<file path="src/rtl/seq_gen_pkg.sv">
// Shared encodings for the serial frame generator: FSM state codes and the frame preamble.
package seq_gen_pkg;

  typedef enum logic [2:0] {
    IDLE  = 3'd0,
    PRE_A = 3'd1,
    PRE_B = 3'd2,
    PRE_C = 3'd3,
    DATA  = 3'd4,
    GAP   = 3'd5
  } gen_state_t;

  // Bit 2 goes out first; the receiver's detector keys on this pattern.
  localparam logic [2:0] PREAMBLE = 3'b101;

endpackage

</file>
<file path="src/rtl/piso_shift_reg.sv">
// Parallel-in serial-out register: captures a word on load, shifts left (zero fill) on shift.
// Latency: msb reflects the loaded word the cycle after load; no backpressure, caller sequences load/shift.
module piso_shift_reg #(
  parameter int DATA_W = 8
) (
  input  logic              clk,
  input  logic              rst_n,
  input  logic              load,
  input  logic              shift,
  input  logic [DATA_W-1:0] din,
  output logic              msb
);

  logic [DATA_W-1:0] sr;

  always_ff @(posedge clk or negedge rst_n) begin
    if (!rst_n) begin
      sr <= '0;
    end else if (load) begin
      sr <= din;
    end else if (shift) begin
      sr <= sr << 1;
    end
  end

  assign msb = sr[DATA_W-1];

endmodule

</file>
<file path="src/rtl/sequence_generator_moore.sv">
// Frames a payload word as "101" + DATA_W bits MSB first + GAP_BITS zeros; first bit the cycle after handshake.
// tx_ready is high only in IDLE, so a waiting source is held off for the whole frame plus gap.
module sequence_generator_moore
  import seq_gen_pkg::*;
#(
  parameter int DATA_W   = 8,
  parameter int GAP_BITS = 2,
  parameter int CNT_W    = $clog2(DATA_W + 1)
) (
  input  logic              clk,
  input  logic              rst_n,
  input  logic [DATA_W-1:0] tx_data,
  input  logic              tx_valid,
  output logic              tx_ready,
  output logic              out_sequence,
  output logic              out_valid,
  output logic              busy,
  output logic              frame_done
);

  localparam int GAP_W = (GAP_BITS > 0) ? $clog2(GAP_BITS + 1) : 1;

  gen_state_t       state;
  gen_state_t       state_nxt;
  logic [CNT_W-1:0] bit_cnt;
  logic [CNT_W-1:0] bit_cnt_nxt;
  logic [GAP_W-1:0] gap_cnt;
  logic [GAP_W-1:0] gap_cnt_nxt;
  logic             load;
  logic             shift;
  logic             msb;

  piso_shift_reg #(
    .DATA_W(DATA_W)
  ) u_piso (
    .clk  (clk),
    .rst_n(rst_n),
    .load (load),
    .shift(shift),
    .din  (tx_data),
    .msb  (msb)
  );

  always_ff @(posedge clk or negedge rst_n) begin
    if (!rst_n) begin
      state   <= IDLE;
      bit_cnt <= '0;
      gap_cnt <= '0;
    end else begin
      state   <= state_nxt;
      bit_cnt <= bit_cnt_nxt;
      gap_cnt <= gap_cnt_nxt;
    end
  end

  // Outputs depend only on the state register and the shift register msb.
  always_comb begin
    state_nxt    = state;
    bit_cnt_nxt  = bit_cnt;
    gap_cnt_nxt  = gap_cnt;
    load         = 1'b0;
    shift        = 1'b0;
    tx_ready     = 1'b0;
    out_sequence = 1'b0;
    out_valid    = 1'b0;
    busy         = 1'b0;
    frame_done   = 1'b0;

    case (state)
      IDLE: begin
        tx_ready = 1'b1;
        if (tx_valid) begin
          load      = 1'b1;
          state_nxt = PRE_A;
        end
      end
      PRE_A: begin
        out_sequence = PREAMBLE[2];
        out_valid    = 1'b1;
        busy         = 1'b1;
        state_nxt    = PRE_B;
      end
      PRE_B: begin
        out_sequence = PREAMBLE[1];
        out_valid    = 1'b1;
        busy         = 1'b1;
        state_nxt    = PRE_C;
      end
      PRE_C: begin
        out_sequence = PREAMBLE[0];
        out_valid    = 1'b1;
        busy         = 1'b1;
        bit_cnt_nxt  = CNT_W'(DATA_W);
        state_nxt    = DATA;
      end
      DATA: begin
        out_sequence = msb;
        out_valid    = 1'b1;
        busy         = 1'b1;
        shift        = 1'b1;
        bit_cnt_nxt  = bit_cnt - CNT_W'(1);
        if (bit_cnt == CNT_W'(1)) begin
          frame_done = 1'b1;
          if (GAP_BITS == 0) begin
            state_nxt = IDLE;
          end else begin
            state_nxt   = GAP;
            gap_cnt_nxt = GAP_W'(GAP_BITS);
          end
        end
      end
      GAP: begin
        busy        = 1'b1;
        gap_cnt_nxt = gap_cnt - GAP_W'(1);
        if (gap_cnt <= GAP_W'(1)) begin
          state_nxt = IDLE;
        end
      end
      default: begin
        state_nxt = IDLE;
      end
    endcase
  end

endmodule

</file>
<file path="config.mk">
export PLATFORM = sky130hd
export DESIGN_NAME = sequence_generator_moore
export DESIGN_NICKNAME = d
export VERILOG_FILES = /design/src/rtl/seq_gen_pkg.sv /design/src/rtl/piso_shift_reg.sv /design/src/rtl/sequence_generator_moore.sv
export SDC_FILE = /design/constraint.sdc
export NUM_CORES = 1
export LEC_CHECK = 0
export ABC_AREA = 1
export BUFFER_PORTS_ARGS = -buffer_cell sky130_fd_sc_hd__buf_2
export CAP_MARGIN = 40
export CORE_MARGIN = 5
export CORE_UTILIZATION = 57
export DETAILED_ROUTE_END_ITERATION = 12
export GPL_TIMING_DRIVEN = 0
export PLACE_DENSITY = 0.79
export SLEW_MARGIN = 20
export SYNTH_ARGS = -nofsm -noshare
export SYNTH_HDL_FRONTEND = slang
export SYNTH_SLANG_ARGS = --single-unit
</file>
<file path="constraint.sdc">
create_clock -name clk -period 1.75 [get_ports clk]
set_input_delay 0.0875 -clock clk [delete_from_list [all_inputs] [get_ports clk]]
set_output_delay 0.0875 -clock clk [all_outputs]
set_load 0.05 [all_outputs]
</file>
==> flow_metrics.py, run 1 <==
metrics = {
    "routing": {
        "drt_pass1_iterations": 4,
        "drc": 0,
        "wire_per_inst_um": 10.4,
        "drtAntennaViolNets": 0,
        "vias_per_cell": 4.93,
        "wl_mm": 1.52,
        "drt_iter0_markers": 23,
        "vias": 725,
    },
    "floorplanning": {
        "ioPinCount": 16,
        "core_sq_um": 1490,
        "fp.dieH_um": 49.5,
        "num_rows": 14,
        "start_util_pct": 59.7,
        "dieWidth_um": 49.5,
        "dieArea_sq_um": 2450,
    },
    "synthesis": {
        "synth_top_area_share_pct": 47.8,
        "synthCells": 111,
        "synth_largest_area_cell": "dfrtp_1",
        "synth_seq_area_share_pct": 47.8,
        "dominantRegCellSynth": "dfrtp_1",
        "ys_ff_latch": 17,
        "synth_edf_count": 0,
        "netlist_area_sq_um": 890,
        "syn_nets": 125,
        "yosys-top-cells-count": "37 x nand2_1, 17 x dfrtp_1, 14 x inv_1, 13 x nand3_1",
        "yosys-top-cells-area": "dfrtp_1 48%, nand2_1 16%, nand3_1 7.3%",
        "avgSynthCellArea_sq_um": 8.01,
        "yosysWarnings": 0,
        "synthDistinctLibCells": 18,
        "async_reset_ff_share_pct": 100,
        "yosysMostFrequentCell": "nand2_1",
    },
    "global_route": {
        "grt_use_met2_pct": 22.1,
        "grt_pass1_vias": 643,
        "antenna_found_initial": 0,
        "grt_pass1_wl_mm": 2.77,
        "grt.overflow.total": 0,
        "busiest_layer": "met2",
        "use_met1_pct": 19.8,
        "use_met3_pct": 2.41,
        "grt_max_degree": 18,
        "grt.total_usage_pct": 14.0,
    },
    "pwr": {
        "power_frac_seq_pct": 37.8,
        "cellPowerDensity_nw_per_um2": 1840,
        "power_switching_mw": 0.922,
        "clock_power_share_pct": 10.9,
        "pwr-share-comb_pct": 51.4,
        "netSwitchingFraction_pct": 48.7,
        "intPower_mw": 0.970,
        "fin_total_pwr_mw": 1.89,
        "p_leak_nw": 0.556,
        "ir_drop_uv": 1060,
    },
    "clock_tree": {
        "cts.sinks": 17,
        "cts_tree": "built",
        "max-clock-path-buffers": 2,
        "cts_root_buf": "clkbuf_4",
        "h-tree-depth": 1,
        "path_clk_slew_ns": 0.10,
        "postCtsSetupBuffers": 0,
        "cts_made_buffers": 3,
        "insertion_delay_ns": 0.29,
    },
    "place": {
        "place_congestion": 0.853,
        "port_buffers": 15,
        "dpl.hpwl_mm": 1.18,
    },
    "job": {
        "maxCapViolCount": 0,
    },
    "finish": {
        "nNetsFinal": 146,
        "syn_to_final_growth_pct": 15.3,
        "drive_above_1_share_pct": 21.4,
        "antenna_cells": 0,
    },
    "timing": {
        "slew_headroom_pct": 75.3,
        "setup_viol": 0,
        "timing.final.crit_share_pct": 92.9,
        "hold_viol": 0,
        "clock_skew_ns": 0.00659,
        "fmax_mhz": 615,
        "period_minus_slack_ns": 1.63,
        "worst_pin_slew_ns": 0.370,
        "timing.setup.tns_ns": 0,
        "rsz0062_at_grt": "no",
        "slew_violations": 0,
    },
    "setup_path": {
        "cp_max_fo": 6,
        "setup.worst_path.end_class": "output pin",
        "worstPathArrival_ns": 1.54,
        "critPathKind": "flip-flop to output pin",
        "cp.required_ns": 1.66,
        "start_kind": "flip-flop",
    },
    "run_status": {
        "outcome": "finished, final reports clean",
    },
    "min_path": {
        "hold_class": "input pin to flip-flop",
    },
}
[layout by cell type, fill, tap and decap left out, types with 2 or more instances in the layout]
cell      count
nand2_1      37
dfrtp_2       2
nor2_1        6
ha_1          3
buf_2        14
a21oi_1       3
dfrtp_1      15
nand3_1      13
inv_1        14
o21ai_0       6
clkbuf_4      3
nand2_2       3
[cell families after synthesis]
family / after synthesis / synth area share (%)
DFF: 17 / 47.8
and+or+nand+nor: 64 / 33.1
AOI/OAI and AO/OA: 11 / 6.61
buffers and inverters: 16 / 8.30
adders and majority gates: 3 / 4.22
[flip-flops by register name (all words and copies together) (netlist names)]
| name | count |
|---|---|
| u_piso.sr | 8 |
| state | 3 |
| gap_cnt | 2 |
| bit_cnt | 4 |
[worst paths after layout]
check | from | slack (ns) | end | cells past startpoint
setup / recovery | state[1]$_DFFE_PN0P_ | 0.12 | busy | 6
hold / removal | tx_data[0] | 0.003 | u_piso.sr[0]$_DFFE_PN0P_ | 3
setup reg to reg | state[1]$_DFFE_PN0P_ | 0.51 | state[0]$_DFFE_PN0P_ | 7
hold reg to reg | u_piso.sr[1]$_DFFE_PN0P_ | 0.49 | u_piso.sr[1]$_DFFE_PN0P_ | 2
max in group asynchronous | rst_n | 1.22 | state[0]$_DFFE_PN0P_ | 2
min in group asynchronous | rst_n | 0.23 | bit_cnt[3]$_DFFE_PN0P_ | 2
[power by group through the flow]
stage               Combinational (mW)  Sequential (mW)  Clock, mW
floorplan                        0.784            0.688          0
global placement                 0.947            0.706          0
detailed placement               0.973            0.715          0
CTS                              0.978            0.707      0.208
global route                      1.10            0.745      0.227
finish                           0.971            0.714      0.206
[cell type report]
| type | count | area (sq um) |
|---|---|---|
| Buffer | 1 | 15.0 |
| Clock buffer | 4 | 26.3 |
| Fill cell | 129 | 463 |
| Inverter | 15 | 58.8 |
| Multi-Input combinational cell | 78 | 390 |
| Sequential cell | 17 | 428 |
| Tap cell | 16 | 20.0 |
| Timing Repair Buffer | 16 | 87.6 |
[through the flow]
step	instance area [sq um]	utilization, %	worst slack [ns]	hold WS, ns	instances
6_report	1030	68.9	0.124	0.00252	147
5_1_grt	1030	68.9	0.0184	0.0234	147
4_1_cts	1020	68.6	0.0568	0.00975	147
3_5_place_dp	985	66.1	0.373	0.0247	142
3_3_place_gp	985	66.1	0.399	0.0254	142
2_1_floorplan	890	-	0.417	-0.208	111
[per-layer routing]
layer | routed length [um] | vias up
met1 | 711 | 315
met4 | 0 | 0
met3 | 88 | 0
met5 | 0 | -
met2 | 722 | 18
li1 | - | 392
[worst max-delay path, cell delays in order, from the launching register on]
cell and delay [ns]:
dfrtp_2 0.45, nor2_2 0.16, nand2_2 0.11, nand2_1 0.14, nor2_1 0.08, nand2_1 0.05
buf_2 0.26
[timing repair]
item                                    CTS  global route
endpoints found under the setup margin    0             1
gates resized for setup                   0             4
hold buffers                              1             0
endpoints found under the hold margin    17             0
No activity file was read; power rests on OpenSTA's default activity.
==> run 2, diff against run 1 <==
- CORE_UTILIZATION: 57 -> 53
- PLACE_DENSITY: 0.79 -> 0.74
- clock period: 1.75 -> 1.8 ns (I/O delays scaled with it)
==> flow_metrics.py, run 2 (same netlist as run 1, synthesis figures left out) <==
metrics = {
    "routing": {
        "vias": 727,
        "drtAntennaViolNets": 0,
        "wire_per_inst_um": 10.8,
        "wl_mm": 1.59,
        "drt_iter0_markers": 20,
        "drt_pass1_iterations": 4,
        "vias_per_cell": 4.91,
        "drc": 0,
    },
    "finish": {
        "utilization_pct": 67.1,
        "layout_commonest_cell": "nand2_1",
        "top_register": "u_piso.sr",
        "nNetsFinal": 147,
        "drive_above_1_share_pct": 20.5,
        "syn_to_final_growth_pct": 16.3,
        "antenna_cells": 0,
        "largest_registers": "u_piso.sr (8), bit_cnt (4), state (3)",
        "most-common-layout-cells": "37 x nand2_1, 16 x dfrtp_1, 14 x inv_1, 14 x buf_2, 13 x nand3_1",
        "largest_reg_flops": 8,
    },
    "pwr": {
        "power_switching_mw": 0.902,
        "p_leak_nw": 0.561,
        "pwr-share-comb_pct": 51.4,
        "power_frac_seq_pct": 37.5,
        "ir_drop_uv": 1230,
        "intPower_mw": 0.943,
        "clock_power_share_pct": 11.1,
        "netSwitchingFraction_pct": 48.9,
        "cellPowerDensity_nw_per_um2": 1780,
    },
    "clock_tree": {
        "path_clk_slew_ns": 0.10,
        "cts_tree": "built",
        "insertion_delay_ns": 0.29,
        "cts_made_buffers": 3,
        "h-tree-depth": 1,
        "cts.sinks": 17,
        "max-clock-path-buffers": 2,
        "cts_root_buf": "clkbuf_4",
    },
    "timing": {
        "period_minus_slack_ns": 1.66,
        "worst_pin_slew_ns": 0.371,
        "rsz0062_at_grt": "no",
        "timing.final.crit_share_pct": 92.3,
        "fmax_mhz": 602,
        "timing.setup.tns_ns": 0,
        "hold_viol": 0,
        "slew_headroom_pct": 75.3,
        "clock_skew_ns": 0.00519,
        "setup_viol": 0,
        "slew_violations": 0,
    },
    "floorplanning": {
        "ioPinCount": 16,
        "start_util_pct": 57.7,
        "num_rows": 14,
        "core_sq_um": 1540,
        "dieWidth_um": 51.0,
        "fp.dieH_um": 51.0,
        "dieArea_sq_um": 2600,
    },
    "place": {
        "place_congestion": 0.862,
        "port_buffers": 15,
        "dpl.hpwl_mm": 1.21,
    },
    "setup_path": {
        "worstReg2RegEnd": "gap_cnt[1]$_DFFE_PN0P_",
        "critPathCapture": "out_sequence",
        "setup.worst_path.end_class": "output pin",
        "rrSetupSlack_ns": 0.57,
        "cp_max_fo": 10,
        "critPathKind": "flip-flop to output pin",
        "start_kind": "flip-flop",
        "cp.required_ns": 1.71,
        "worst_r2r_path_depth": 5,
        "crit_start": "state[1]$_DFFE_PN0P_",
        "reg2reg_from": "state[1]$_DFFE_PN0P_",
        "worstPathArrival_ns": 1.57,
    },
    "global_route": {
        "grt_pass1_vias": 653,
        "grt.total_usage_pct": 14.1,
        "grt.overflow.total": 0,
        "grt_pass1_wl_mm": 2.77,
        "antenna_found_initial": 0,
        "grt_max_degree": 18,
    },
    "job": {
        "maxCapViolCount": 0,
    },
    "run_status": {
        "outcome": "finished, final reports clean",
    },
    "min_path": {
        "hold_class": "input pin to flip-flop",
    },
}
run 2: cell count changes in the layout (fill, tap and decap cells not counted), sizes merged:
cell,delta
buf,-1
clkbuf,+1
dlygate4sd3,+1
run 2: cell type report:
cell class / instances / area [sq um]
Fill cell: 137 / 507
Sequential cell: 17 / 427
Multi-Input combinational cell: 78 / 390
Timing Repair Buffer: 17 / 97.6
Inverter: 15 / 58.8
Clock buffer: 4 / 26.3
Tap cell: 16 / 20.0
Buffer: 1 / 15.0
run 2: worst min-delay path by stage:
stage,startpoint,endpoint,slack [ns],depth (start not counted)
3_5_place_dp,rst_n,bit_cnt[3]$_DFFE_PN0P_,0.03,1
2_1_floorplan,rst_n,bit_cnt[0]$_DFFE_PN0P_,-0.21,0
4_1_cts,tx_data[6],u_piso.sr[6]$_DFFE_PN0P_,0.005,3
3_3_place_gp,rst_n,bit_cnt[3]$_DFFE_PN0P_,0.03,1
5_1_grt,tx_data[3],u_piso.sr[3]$_DFFE_PN0P_,0.001,3
6_report,tx_data[2],u_piso.sr[2]$_DFFE_PN0P_,0.007,3
run 2: repair_timing:
| item | CTS | global route |
|---|---|---|
| hold buffers | 2 | 0 |
| endpoints found under the hold margin | 18 | 0 |
| endpoints found under the setup margin | 0 | 1 |
| gates resized for setup | 0 | 2 |
| setup buffers | 0 | 0 |
run 2: layer usage:
layer	track usage, %	share of wire, %
met2	21.1	45
met5	0	0
met1	18.5	49
met3	3.49	4.3
met4	7.66	2.0
run 2: metrics by stage:
stage | instances | worst slack (ns) | hold slack (ns) | instance area [sq um] | power (mW)
after floorplan | 111 | 0.464 | -0.206 | 890 | 1.43
after global placement | 142 | 0.434 | 0.0269 | 985 | 1.61
after detailed placement | 142 | 0.418 | 0.0263 | 985 | 1.65
after CTS | 148 | 0.0830 | 0.00467 | 1030 | 1.86
after global routing | 148 | 0.00588 | 0.00124 | 1030 | 2.02
final | 148 | 0.138 | 0.00692 | 1030 | 1.85
run 2: worst max-delay path, stage by stage (launching register included):
cell	delay, ns
dfrtp_1	0.44
nor2_2	0.17
nand2_2	0.11
inv_4	0.11
buf_8	0.13
nand2_1	0.05
nand2_1	0.05
clkbuf_4	0.22
run 2: power by group through the flow:
stage | Combinational (mW) | Clock [mW] | Sequential (mW)
floorplan | 0.762 | 0 | 0.669
global placement | 0.923 | 0 | 0.689
detailed placement | 0.948 | 0 | 0.699
CTS | 0.955 | 0.210 | 0.691
global route | 1.06 | 0.230 | 0.726
finish | 0.948 | 0.204 | 0.693
